## config.mk

```make
export PLATFORM = sky130hd
export DESIGN_NAME = axis_hex_encoder
export DESIGN_NICKNAME = d
export VERILOG_FILES = /design/src/rtl/hex_pkg.sv /design/src/rtl/axis_hex_encoder.sv
export SDC_FILE = /design/constraint.sdc
export NUM_CORES = 1
export LEC_CHECK = 0
export BUFFER_PORTS_ARGS = -buffer_cell sky130_fd_sc_hd__buf_2
export CAP_MARGIN = 20
export CORE_UTILIZATION = 30
export DETAILED_ROUTE_END_ITERATION = 8
export MAX_ROUTING_LAYER = met4
export SLEW_MARGIN = 25
export SYNTH_ARGS = -nofsm -noshare
export SYNTH_HDL_FRONTEND = slang
export SYNTH_SLANG_ARGS = --single-unit
```

## constraint.sdc

```tcl
create_clock -name aclk_i -period 1.91 [get_ports aclk_i]
set_input_delay 0.0955 -clock aclk_i [delete_from_list [all_inputs] [get_ports aclk_i]]
set_output_delay 0.0955 -clock aclk_i [all_outputs]
set_load 0.1 [all_outputs]
```

## src/rtl/hex_pkg.sv

```systemverilog
// Shared types and helpers for the AXI-Stream byte-to-ASCII-hex encoder.
// Holds the FSM state encoding, the line-ending characters and the nibble
// encoder used to build printable output characters.
package hex_pkg;

    // Encoder FSM states: waiting for a byte, high nibble, low nibble, CR, LF
    typedef enum logic [2:0] {
        IDLE = 3'd0,
        HI   = 3'd1,
        LO   = 3'd2,
        CR   = 3'd3,
        LF   = 3'd4
    } hex_state_e;

    localparam logic [7:0] ASCII_CR = 8'h0D;
    localparam logic [7:0] ASCII_LF = 8'h0A;

    // Map a 4-bit value to its printable hex digit ('0'-'9', then 'A'-'F' or 'a'-'f')
    function automatic logic [7:0] nibble_to_ascii(input logic [3:0] nibble,
                                                   input logic       uppercase);
        logic [7:0] w_base;
        if (nibble < 4'd10) begin
            return 8'h30 + {4'h0, nibble};
        end
        w_base = uppercase ? 8'h41 : 8'h61;
        return w_base + {4'h0, nibble} - 8'd10;
    endfunction

endpackage

```

## src/rtl/axis_hex_encoder.sv

```systemverilog
// AXI-Stream byte to ASCII hex encoder.
// Each input byte becomes two printable characters, high nibble first; when
// INCLUDE_CRLF is set a CR/LF pair closes every input packet. Output beats are
// fully registered so the master side never depends on slave inputs.
module axis_hex_encoder
    import hex_pkg::*;
#(
    parameter bit INCLUDE_CRLF = 1'b1,
    parameter bit UPPERCASE    = 1'b1
) (
    input  logic       aclk_i,
    input  logic       rst_i,

    input  logic       s_axis_tvalid_i,
    output logic       s_axis_tready_o,
    input  logic [7:0] s_axis_tdata_i,
    input  logic       s_axis_tlast_i,

    output logic       m_axis_tvalid_o,
    input  logic       m_axis_tready_i,
    output logic [7:0] m_axis_tdata_o,
    output logic       m_axis_tlast_o
);

    hex_state_e r_state;
    logic [7:0] r_byte;
    logic       r_last;
    logic       r_tvalid;
    logic [7:0] r_tdata;
    logic       r_tlast;

    logic       w_crlf_pending;
    logic       w_s_ready;
    logic       w_s_hs;
    logic       w_m_hs;

    // A CR/LF pair follows the current byte only if it closed a packet
    assign w_crlf_pending = r_last && INCLUDE_CRLF;

    // Accept a new byte when idle, or in LO while the low nibble is leaving
    // this cycle and no line ending has to be inserted first
    assign w_s_ready = !rst_i &&
                       ((r_state == IDLE) ||
                        ((r_state == LO) && m_axis_tready_i && !w_crlf_pending));

    assign w_s_hs = s_axis_tvalid_i && w_s_ready;
    assign w_m_hs = r_tvalid && m_axis_tready_i;

    assign s_axis_tready_o = w_s_ready;
    assign m_axis_tvalid_o = r_tvalid;
    assign m_axis_tdata_o  = r_tdata;
    assign m_axis_tlast_o  = r_tlast;

    // Encoder FSM: advances on handshakes and preloads the next output beat
    always_ff @(posedge aclk_i) begin
        if (rst_i) begin
            r_state  <= IDLE;
            r_byte   <= 8'h00;
            r_last   <= 1'b0;
            r_tvalid <= 1'b0;
            r_tdata  <= 8'h00;
            r_tlast  <= 1'b0;
        end else begin
            case (r_state)
                IDLE: begin
                    if (w_s_hs) begin
                        r_byte   <= s_axis_tdata_i;
                        r_last   <= s_axis_tlast_i;
                        r_state  <= HI;
                        r_tvalid <= 1'b1;
                        r_tdata  <= nibble_to_ascii(s_axis_tdata_i[7:4], UPPERCASE);
                        r_tlast  <= 1'b0;
                    end
                end

                HI: begin
                    if (w_m_hs) begin
                        r_state <= LO;
                        r_tdata <= nibble_to_ascii(r_byte[3:0], UPPERCASE);
                        r_tlast <= r_last && !INCLUDE_CRLF;
                    end
                end

                LO: begin
                    if (w_m_hs) begin
                        if (w_crlf_pending) begin
                            r_state <= CR;
                            r_tdata <= ASCII_CR;
                            r_tlast <= 1'b0;
                        end else if (w_s_hs) begin
                            // Back-to-back byte: skip IDLE to keep one byte per two cycles
                            r_byte  <= s_axis_tdata_i;
                            r_last  <= s_axis_tlast_i;
                            r_state <= HI;
                            r_tdata <= nibble_to_ascii(s_axis_tdata_i[7:4], UPPERCASE);
                            r_tlast <= 1'b0;
                        end else begin
                            r_state  <= IDLE;
                            r_tvalid <= 1'b0;
                            r_tdata  <= 8'h00;
                            r_tlast  <= 1'b0;
                        end
                    end
                end

                CR: begin
                    if (w_m_hs) begin
                        r_state <= LF;
                        r_tdata <= ASCII_LF;
                        r_tlast <= 1'b1;
                    end
                end

                LF: begin
                    if (w_m_hs) begin
                        r_state  <= IDLE;
                        r_tvalid <= 1'b0;
                        r_tdata  <= 8'h00;
                        r_tlast  <= 1'b0;
                    end
                end

                default: begin
                    r_state  <= IDLE;
                    r_tvalid <= 1'b0;
                    r_tdata  <= 8'h00;
                    r_tlast  <= 1'b0;
                end
            endcase
        end
    end

endmodule
```

## Yosys cells after proc, flatten, opt, wreduce, memory -nomap -nowiden

Cells that the tools add are included.

| operators by class | value |
|---|---|
| add/sub/neg operators | 6 |
| $lt $le $gt $ge | 2 |
| equality and inequality tests | 12 |
| muxes and demuxes | 51 |
| bitwise operators | 1 |
| reduce and logical (&&, ||, !) cells | 17 |

Operators with widths:

| kind | count |
|---|---|
| $mux 8 | 15 |
| $pmux 8 s5 | 1 |
| $mux 1 | 24 |
| $add 7x4->8 const A | 2 |
| $pmux 8 s2 | 1 |
| $sub 8x4->8 const B | 2 |
| $mux 3 | 5 |
| $pmux 3 s5 | 1 |
| $add 6x4->7 const A | 2 |
| $ne 2x2->1 const B | 7 |
| $reduce_and 3->1 | 3 |
| $lt 4x4->1 const B | 2 |
| $eq 3x2->1 const B | 2 |
| $reduce_and 6->1 | 1 |
| $logic_and 1x1->1 | 5 |
| $reduce_and 5->1 | 1 |
| $pmux 1 s4 | 1 |
| $eq 3x1->1 const B | 1 |
| $eq 3x3->1 const B | 1 |
| $logic_not 3->1 | 1 |
| $pmux 1 s3 | 1 |
| $reduce_or 3->1 | 1 |
| $logic_not 1->1 | 2 |
| $mux 2 | 1 |
| 6 further kinds | 6 |

| storage, ports and cells | value |
|---|---|
| bits in registers | 22 |
| bits of input ports | 13 |
| output and inout port bits | 11 |
| logic and storage cells | 95 |

## Logic depth before layout (Yosys ltp)

| depth | value |
|---|---|
| depth after elaboration | 16 |
| gate-level depth with buffers | 6 |
| mapped depth without buffers | 6 |

## Worst setup path before layout

OpenSTA, ideal clock, no wires.

| timing | value |
|---|---|
| kind | reg2out |
| start point | reg r_state[0] |
| end point | out s_axis_tready_o |
| arrival | 5.332 ns |
| data required time | 1.814 ns |
| setup slack | -3.518 ns |
| cell stages (with the launch flop) | 4 |
| buffers on the path | 2 |
| cells stage by stage | dfxtp_1 -> buf_4 -> clkbuf_1 -> a2111oi_0 |

| between the ends | value |
|---|---|
| longest elaborated chain between the ends | 5 |

RTL lines:

| what | line | RTL |
|---|---|---|
| from (decl) | axis_hex_encoder.sv:25 | `hex_state_e r_state;` |
| from (signal assigned) | axis_hex_encoder.sv:57 | `r_state <= IDLE;` |
| from (signal assigned) | axis_hex_encoder.sv:69 | `r_state <= HI;` |
| from (signal assigned) | axis_hex_encoder.sv:78 | `r_state <= LO;` |
| $eq 3x2->1 | axis_hex_encoder.sv:44 | `((r_state == LO) && m_axis_tready_i && !w_crlf_pending));` |
| $logic_and 1x1->1 (2 in a row) | axis_hex_encoder.sv:44 |  |
| $logic_or 1x1->1 (*) | axis_hex_encoder.sv:43 | `((r_state == IDLE) \|\|` |
| $logic_and 1x1->1 (*) | axis_hex_encoder.sv:42 | `assign w_s_ready = !rst_i &&` |
| to (decl) | axis_hex_encoder.sv:15 | `output logic s_axis_tready_o,` |

Every way passes the cells marked *; elsewhere a longest branch is shown, timed or not.

## Final worst setup path

| timing | value |
|---|---|
| start point | reg r_state[1] |
| end point | out s_axis_tready_o |

The elaborated chain is that of the path after synthesis.

==> impl_metrics.py <==
metrics = {
    "status": {
        "outcome": "complete, no violations",
    },
    "logic_synthesis": {
        "synth_nets": 155,
        "synth_ff_type": "dfxtp_1",
        "synth_cells": 140,
        "synth.yosys.seq_area_share": 0.294,
        "avgSynthCellArea_sq_um": 8.28,
        "netlist_area_sq_um": 1160,
        "ys_ff_latch": 17,
        "yosysWarnings": 0,
        "synthArstFlopShare": 0,
        "synth.distinct_cells": 48,
        "synth_edf_count": 0,
    },
    "grt": {
        "grt_use_met2": 0.221,
        "gr-total-overflow": 0,
        "grt_pass1_vias": 1003,
        "busiest_layer": "met2",
        "antenna_found_initial": 0,
        "grt_use_total": 0.147,
        "met1_usage": 0.189,
        "grt_max_degree": 19,
        "grt_use_met3": 0.0304,
        "grt_pass1_wl_um": 4620,
    },
    "clock_network": {
        "hold_buffers": 0,
        "clock_sinks": 17,
        "max-clock-path-buffers": 2,
        "clk_latency_ps": 260,
        "numCtsBuffers": 3,
        "cts_tree": "yes",
        "cts_setup_buffers": 0,
        "ctsRootBufferMaster": "clkbuf_8",
        "clk_pin_slew_ps": 70,
        "htreeDepth": 1,
        "postCtsResizedCells": 0,
    },
    "power": {
        "leakagePower_nw": 0.545,
        "ir_drop_uv": 284,
        "p_per_area_nw_per_um2": 814,
    },
    "setup_path": {
        "path_cells": "buf_4, a2111oi_4, buf_2",
        "worstSetupStartpoint": "r_state[1]",
        "max_stage_delay_ps": 480,
        "cp_num_buf_inv": 2,
        "cp-end-kind": "output pin",
        "crit_family": "buffers and inverters",
        "path_max_fanout": 12,
        "criticalPathCategory": "reg2out",
        "rr_startpoint": "r_state[1]",
        "arrival_ps": 1700,
        "cp.required_ps": 1810,
        "cp-start-kind": "register",
        "crit_path_top_delay_cell": "buf_2",
    },
    "worst_hold_path": {
        "hold_path_class": "in2reg",
        "hold_start": "s_axis_tlast_i",
    },
    "route": {
        "via_per_inst": 5.30,
        "dr.pass1.iters": 4,
        "postRouteAntennaNets": 0,
        "drt_iter0_markers": 26,
        "wl_per_cell_um": 13.0,
        "num_vias": 1107,
        "drc": 0,
        "wl_um": 2730,
    },
    "place": {
        "placedCellCount": 205,
        "dp_hpwl_um": 2060,
        "port_buffers": 22,
        "place.gp.congestion": 0.851,
    },
    "cells_and_area": {
        "antennaDiodeCount": 0,
        "fin_nets": 177,
        "layout-drive-gt1-share": 0.255,
        "final_util": 0.370,
        "nFillCells": 394,
        "final_common_cell": "buf_2",
        "areaGrowthSynthToFinish_pct": 17.8,
        "final_cell_mix": "22 x buf_2, 16 x dfxtp_1, 15 x a21oi_1, 11 x o21ai_0, 9 x inv_1",
        "stdcell_count": 209,
    },
    "timing": {
        "finalClockSkew_ps": 3.56,
        "min_period_over_period": 0.941,
        "maxSlewViolCount": 0,
        "min_period_ps": 1800,
        "maxSlewHeadroom": 0.624,
        "hold_viol": 0,
        "setup_tns_ps": 0,
        "worst_pin_slew_ps": 561,
        "rsz0062_at_grt": "no",
        "fmax_mhz": 556,
        "setup_viol": 0,
    },
    "job": {
        "maxCapViolations": 0,
    },
    "floorplan": {
        "die_area_sq_um": 4110,
        "die_h_um": 64.1,
        "initial_core_util": 0.314,
        "num_rows": 22,
        "floorplan.die.width_um": 64.1,
        "coreArea_sq_um": 3690,
        "io_pins": 24,
    },
}
routing by layer:
metal  share of wire  vias to the layer above
met5               0                        -
met3           0.030                        7
li1                -                      562
met4           0.021                        0
met2            0.45                       18
met1            0.50                      520
report_power, final:
| part | switching, mW | internal, mW |
|---|---|---|
| clock network | 0.137 | 0.145 |
| registers | 0.0330 | 0.384 |
| logic | 0.293 | 0.119 |
| total | 0.463 | 0.649 |
stage by stage:
| step | area [sq um] | hold slack [ps] | total power [mW] | setup WS [ps] |
|---|---|---|---|---|
| final | 1370 | 73.3 | 1.11 | 112 |
| after CTS | 1370 | 74.2 | 1.12 | 107 |
| after global placement | 1320 | 341 | 0.829 | 325 |
| after floorplan | 1180 | 236 | 0.758 | -12.0 |
| after global routing | 1370 | 74.6 | 1.17 | 34.1 |
| after detailed placement | 1320 | 352 | 0.834 | 274 |
kinds of logic (layout without fill, tap and decap cells):
logic type / Yosys count / in the layout / share of synthesized area
adders and majority gates: 2 / 2 / 0.0216
AOI/OAI and AO/OA: 58 / 58 / 0.356
other: 1 / 1 / 0.00324
DFF: 17 / 17 / 0.294
muxes: 1 / 1 / 0.00864
xor gates and xnor gates: 1 / 1 / 0.00756
and+or+nand+nor: 42 / 42 / 0.228
buffers and inverters: 18 / 39 / 0.0810
worst register-to-register path, stage by stage, from the launching register on:
cell and delay [ps]:
dfxtp_1 430, buf_4 240, o211ai_2 250, a21o_1 270, nor2_2 60, a221o_1 310
cell usage after synthesis, types with 3 or more instances:
| library cell | instances | share of area |
|---|---|---|
| dfxtp_1 | 17 | 0.29 |
| a22o_1 | 4 | 0.030 |
| nor2_1 | 8 | 0.026 |
| buf_2 | 3 | 0.013 |
| nor2b_1 | 5 | 0.027 |
| a21boi_0 | 3 | 0.019 |
| a21oi_1 | 15 | 0.065 |
| nand3_1 | 5 | 0.022 |
| inv_1 | 9 | 0.029 |
| o21ai_0 | 11 | 0.048 |
| nand2_1 | 8 | 0.026 |
final timing paths:
check	to	depth (start not counted)	slack, ps
setup / recovery	s_axis_tready_o	3	110
hold / removal	r_last	3	70
setup reg to reg	m_axis_tdata_o[6]	5	240
hold reg to reg	m_axis_tdata_o[4]	1	470
flip-flops by register name, summed over array words and instances (netlist names):
signal	flops
m_axis_tdata_o	7
m_axis_tlast_o	1
m_axis_tvalid_o	1
r_byte	4
r_last	1
r_state	3
cell type report:
cell class | instances | area, sq um | area share
Multi-Input combinational cell | 105 | 743 | 0.544
Sequential cell | 17 | 342 | 0.250
Timing Repair Buffer | 26 | 140 | 0.103
Tap cell | 48 | 60.1 | 0.0440
Clock buffer | 3 | 41.3 | 0.0302
Inverter | 9 | 33.8 | 0.0247
Clock inverter | 1 | 5.00 | 0.00367
No activity file was read; power rests on OpenSTA's default activity.
